### config.mk
export PLATFORM = sky130hd
export DESIGN_NAME = pipe_ctrl
export DESIGN_NICKNAME = d
export VERILOG_FILES = /design/src/rtl/pipe_ctrl.sv
export SDC_FILE = /design/constraint.sdc
export NUM_CORES = 1
export LEC_CHECK = 0
export CORE_MARGIN = 4
export CORE_UTILIZATION = 30
export DETAILED_ROUTE_END_ITERATION = 10
export DONT_BUFFER_PORTS = 1
export GPL_ROUTABILITY_DRIVEN = 0
export SLEW_MARGIN = 20
export SYNTH_ARGS = -nofsm -noshare
export SYNTH_HDL_FRONTEND = slang
export SYNTH_SLANG_ARGS = --single-unit
### constraint.sdc
create_clock -name clk -period 4 [get_ports clk]
set_input_delay 0.4 -clock clk [delete_from_list [all_inputs] [get_ports clk]]
set_output_delay 0.4 -clock clk [all_outputs]
set_load 0.1 [all_outputs]
### src/rtl/pipe_ctrl.sv
`default_nettype none
// ============================================================================
// Module      : pipe_ctrl
// Description : Control unit for the Y86 five-stage pipeline. Generates the
//               per-cycle stall/bubble commands for the F/D/E/M/W pipeline
//               registers, runs an IDLE/RUN/HALTED state machine that latches
//               the architectural status when a faulting or halting
//               instruction reaches writeback, and keeps saturating RUN-cycle
//               and retired-instruction counters.
// Ports       : clk, rst (async, active-low)
//               start, clear             - run control levels
//               D_icode, d_srcA, d_srcB  - decode-stage hazard sources
//               E_icode, E_dstM, e_Cnd   - execute-stage hazard sources
//               M_icode, m_stat          - memory-stage icode/status
//               W_icode, W_stat          - writeback-stage icode/status
//               F_stall, D_stall, D_bubble, E_bubble, M_bubble, W_stall,
//               set_cc                   - pipeline control outputs
//               running, cpu_stat        - run state and latched status
//               cycle_cnt, instr_cnt     - debug counters
// Revision    : 1.0 - initial release
// ============================================================================
module pipe_ctrl #(
    parameter logic [7:0] RNONE = 8'h0F,
    parameter int         CNT_W = 32
) (
    input  logic             clk,
    input  logic             rst,
    input  logic             start,
    input  logic             clear,
    input  logic [7:0]       D_icode,
    input  logic [7:0]       d_srcA,
    input  logic [7:0]       d_srcB,
    input  logic [7:0]       E_icode,
    input  logic [7:0]       E_dstM,
    input  logic             e_Cnd,
    input  logic [7:0]       M_icode,
    input  logic [7:0]       m_stat,
    input  logic [7:0]       W_icode,
    input  logic [7:0]       W_stat,
    output logic             F_stall,
    output logic             D_stall,
    output logic             D_bubble,
    output logic             E_bubble,
    output logic             M_bubble,
    output logic             W_stall,
    output logic             set_cc,
    output logic             running,
    output logic [7:0]       cpu_stat,
    output logic [CNT_W-1:0] cycle_cnt,
    output logic [CNT_W-1:0] instr_cnt
);

    // Instruction codes
    localparam logic [7:0] c_I_NOP    = 8'h01;
    localparam logic [7:0] c_I_OPL    = 8'h06;
    localparam logic [7:0] c_I_MRMOVL = 8'h05;
    localparam logic [7:0] c_I_JXX    = 8'h07;
    localparam logic [7:0] c_I_RET    = 8'h09;
    localparam logic [7:0] c_I_POPL   = 8'h0B;

    // Status codes
    localparam logic [7:0] c_S_AOK = 8'h01;
    localparam logic [7:0] c_S_HLT = 8'h02;
    localparam logic [7:0] c_S_ADR = 8'h03;
    localparam logic [7:0] c_S_INS = 8'h04;

    localparam logic [CNT_W-1:0] c_CNT_ONE = {{(CNT_W-1){1'b0}}, 1'b1};

    typedef enum logic [1:0] {
        S_IDLE   = 2'd0,
        S_RUN    = 2'd1,
        S_HALTED = 2'd2
    } state_t;

    state_t           r_state;
    state_t           w_state_nxt;
    logic [7:0]       r_cpu_stat;
    logic [CNT_W-1:0] r_cycle_cnt;
    logic [CNT_W-1:0] r_instr_cnt;

    logic w_loaduse;
    logic w_retp;
    logic w_mispred;
    logic w_exc_w;
    logic w_exc_mw;
    logic w_retire;

    function automatic logic f_exc(input logic [7:0] s);
        return (s == c_S_HLT) || (s == c_S_ADR) || (s == c_S_INS);
    endfunction

    // ------------------------------------------------------------------
    // Hazard detection
    // ------------------------------------------------------------------
    assign w_loaduse = ((E_icode == c_I_MRMOVL) || (E_icode == c_I_POPL)) &&
                       (E_dstM != RNONE) &&
                       ((E_dstM == d_srcA) || (E_dstM == d_srcB));
    assign w_retp    = (D_icode == c_I_RET) || (E_icode == c_I_RET) ||
                       (M_icode == c_I_RET);
    assign w_mispred = (E_icode == c_I_JXX) && !e_Cnd;
    assign w_exc_w   = f_exc(W_stat);
    assign w_exc_mw  = f_exc(m_stat) || w_exc_w;
    // A HALT carries HLT status, so it never satisfies the AOK term here.
    assign w_retire  = (W_stat == c_S_AOK) && (W_icode != c_I_NOP);

    // ------------------------------------------------------------------
    // State register, status latch and counters
    // ------------------------------------------------------------------
    always_ff @(posedge clk or negedge rst) begin
        if (!rst) begin
            r_state     <= S_IDLE;
            r_cpu_stat  <= c_S_AOK;
            r_cycle_cnt <= '0;
            r_instr_cnt <= '0;
        end else begin
            r_state <= w_state_nxt;
            if (clear) begin
                r_cpu_stat  <= c_S_AOK;
                r_cycle_cnt <= '0;
                r_instr_cnt <= '0;
            end else if (r_state == S_RUN) begin
                if (w_exc_w) begin
                    r_cpu_stat <= W_stat;
                end
                if (!(&r_cycle_cnt)) begin
                    r_cycle_cnt <= r_cycle_cnt + c_CNT_ONE;
                end
                if (w_retire && !(&r_instr_cnt)) begin
                    r_instr_cnt <= r_instr_cnt + c_CNT_ONE;
                end
            end
        end
    end

    // ------------------------------------------------------------------
    // Next state and pipeline control outputs
    // ------------------------------------------------------------------
    always_comb begin
        w_state_nxt = r_state;
        // Frozen pipeline by default; only RUN lets instructions advance.
        F_stall     = 1'b1;
        D_stall     = 1'b0;
        D_bubble    = 1'b1;
        E_bubble    = 1'b1;
        M_bubble    = 1'b1;
        W_stall     = 1'b1;
        set_cc      = 1'b0;

        case (r_state)
            S_IDLE: begin
                if (start) begin
                    w_state_nxt = S_RUN;
                end
            end
            S_RUN: begin
                F_stall  = w_loaduse || w_retp;
                D_stall  = w_loaduse;
                // A load/use stall outranks the RET bubble: the decode
                // register must hold the consumer, not be flushed.
                D_bubble = w_mispred || (w_retp && !w_loaduse);
                E_bubble = w_mispred || w_loaduse;
                M_bubble = w_exc_mw;
                W_stall  = w_exc_w;
                set_cc   = (E_icode == c_I_OPL) && !w_exc_mw;
                if (w_exc_w) begin
                    w_state_nxt = S_HALTED;
                end
            end
            S_HALTED: begin
                w_state_nxt = S_HALTED;
            end
            default: begin
                w_state_nxt = S_IDLE;
            end
        endcase

        // clear outranks both start and the halt transition.
        if (clear) begin
            w_state_nxt = S_IDLE;
        end
    end

    assign running   = (r_state == S_RUN);
    assign cpu_stat  = r_cpu_stat;
    assign cycle_cnt = r_cycle_cnt;
    assign instr_cnt = r_instr_cnt;

endmodule
`default_nettype wire

==> qor.csv <==
metric;value;unit
setup_viol;0;
fin_area;5401;µm²
yosysTopAreaCell;dfrtp_1;
antenna_found_initial;0;
cts_resized;0;
numPortBuffers;0;
num_antenna_cells;0;
ys_seq_area_share;41.48;%
die_w;130.0;µm
ant_nets;0;
cts_buffer_depth;2;
cts_buffers;9;
worstMarginPinSlew;1061;ps
n_fill_cell;1504;
p_per_area;384.2;nW/µm²
tns;0;ps
hp-class;primary input to register;
drt_iter0_drc;244;
io_pins;157;
drc_errors;0;
syn_area;4467;µm²
first_pass_iters;4;
layout-drive-gt1-share;17.52;%
nNetsFinal;627;
p_leak;0.002059;µW
cts_tree;yes;
synth.distinct_cells;51;
drv_slew;0;
hold_ws;130.8;ps
track_usage;15.73;%
htree_num_levels;3;
ir_worst_vdd;0.2850;mV
finalPower;2075;µW
wl;13.27;mm
insertion_delay;340;ps
grt_max_degree;80;
critPathLaunchType;register;
clock.fmax;0.3462;GHz
core.rowCount;44;
synth_top_cell_area_share;40.90;%
synth_area_leaders;dfrtp_1 41%, xnor2_1 6.1%, a21oi_1 4.8%;
grt_pass1_wl;21.12;mm
cp-end-kind;register;
initial_core_util;30.73;%
die_area;16910;µm²
viasPerCell;5.615;
grt_overflow_total;0;
grt_pass1_vias;4050;
relSlewSlack;29.28;%
final_hold_viol_count;0;
synth-main-ff-cell;dfrtp_1;
vias;4110;
rsz0062_at_grt;false;
crit_family;simple AND/OR/NAND/NOR gates;
synth_common_cells;73 x dfrtp_1, 43 x a21oi_1, 38 x nor2_1;
clk_pin_slew;60;ps
synth_most_common_cell;dfrtp_1;
arrival;3150;ps
syn_nets;575;
ys_seq_elements;74;
synth.avg_cell_area;9.060;µm²
maxCapViolCount;0;
numClockSinks;74;
crit_fanout;9;
placed_cell_area;5085;µm²
critPathBufInv;1;
wl_per_cell;18.13;µm
dieHeight;130.0;µm
slowest_stage;nor4_2;
yosys_warnings;0;
crit_chain;buf_4 > ha_1 > nand3_1 > nor4_2 > nand4bb_1 > or4_1 > a21oi_1;
status;finished, final reports clean;
async_flop_share;100.0;%
area_growth;20.92;%
core;14530;µm²
clock-root-buffer;clkbuf_16;
synth_edf_count;0;
skew;4.610;ps
dp_hpwl;9.962;mm
min_period_over_period;72.21;%
cp.required;4260;ps
path_class;register to register;
synthCells;493;
post-cts-setup-buffer-count;0;
cts.hold.buffers_added;2;
critPathMaxStageDelay;790;ps
min_period;2889;ps
==> worst paths after layout <==
check / from / endpoint / slack [ps] / depth (start not counted)
worst min-delay path: clear / cycle_cnt[21]$_DFFE_PN0P_ / 130 / 1
worst max register to register: instr_cnt[0]$_DFFE_PN0P_ / instr_cnt[30]$_DFFE_PN0P_ / 1110 / 7
worst min register to register: r_state[1]$_DFFE_PN0P_ / r_state[1]$_DFFE_PN0P_ / 520 / 2
min in group asynchronous: rst / instr_cnt[11]$_DFFE_PN0P_ / 620 / 2
worst max-delay path: instr_cnt[0]$_DFFE_PN0P_ / instr_cnt[30]$_DFFE_PN0P_ / 1110 / 7
max in group asynchronous: rst / cpu_stat[0]$_DFFE_PN1P_ / 3060 / 2
==> layout make-up <==
cell class / count / area (µm²) / area share, %
multi-input cells: 392 / 2524 / 46.72
repair buffers: 60 / 485.5 / 8.988
flip-flops and latches: 74 / 1853 / 34.31
well taps: 184 / 230.2 / 4.262
clock buffers: 12 / 266.5 / 4.934
inverters: 8 / 30.03 / 0.5559
clock inverters: 2 / 12.51 / 0.2316
==> through the flow <==
| stage | setup slack, ps | cells | util [%] |
|---|---|---|---|
| after global routing | 846.5 | 732 | 37.16 |
| after global placement | 1171 | 716 | 34.99 |
| after detailed placement | 1122 | 716 | 34.99 |
| final | 1111 | 732 | 37.16 |
| after CTS | 1069 | 732 | 37.16 |
| after floorplan | 122.1 | 493 | - |
==> worst register-to-register path, delay by kind of cell (launching register included) <==
family | cells | cell delay [ps]
flops | 1 | 320
buf+inv | 1 | 310
fa+ha+maj | 1 | 220
compound gates | 1 | 150
simple gates | 4 | 1800
==> cells by family (layout without fill, tap and decap cells) <==
group                      Yosys count  count (layout)  share of synthesized area (%)
and+or+nand+nor                    239             239                          31.34
AOI/OAI and AO/OA                  103             103                          13.98
DFF                                 74              74                          41.48
xor gates and xnor gates            32              32                          6.275
buffers and inverters               27              82                          2.381
muxes                               13              13                          3.137
adders and majority gates            5               5                          1.401
==> sequential cells by signal, summed over array words and instances, names as in the netlist <==
| name | cells |
|---|---|
| cpu_stat | 8 |
| cycle_cnt | 32 |
| instr_cnt | 32 |
| r_state | 2 |
==> layer usage <==
layer | vias up | track usage, % | share of wire, %
li1 | 1958 | - | -
met1 | 2032 | 18.69 | 41
met2 | 115 | 26.55 | 50
met3 | 5 | 7.000 | 8.2
met4 | 0 | 2.995 | 0.51
met5 | - | 0 | 0
==> where the power goes <==
part	internal, µW	switching [µW]
clock	462	299
combinational	116	423
sequential	765	9.83
total	1340	732
==> placed cells by master (no fill, tap or decap), types with 11 or more instances in the layout <==
master,instances
dfrtp_1,73
nand4_1,25
buf_4,57
nand3_1,23
nor2_1,37
xnor2_1,31
nor4_1,12
o21ai_0,21
a211oi_1,11
nand2_1,34
o31ai_1,16
a21oi_1,43
or4_1,19
or3_1,23
No activity file was read; power rests on OpenSTA's default activity.
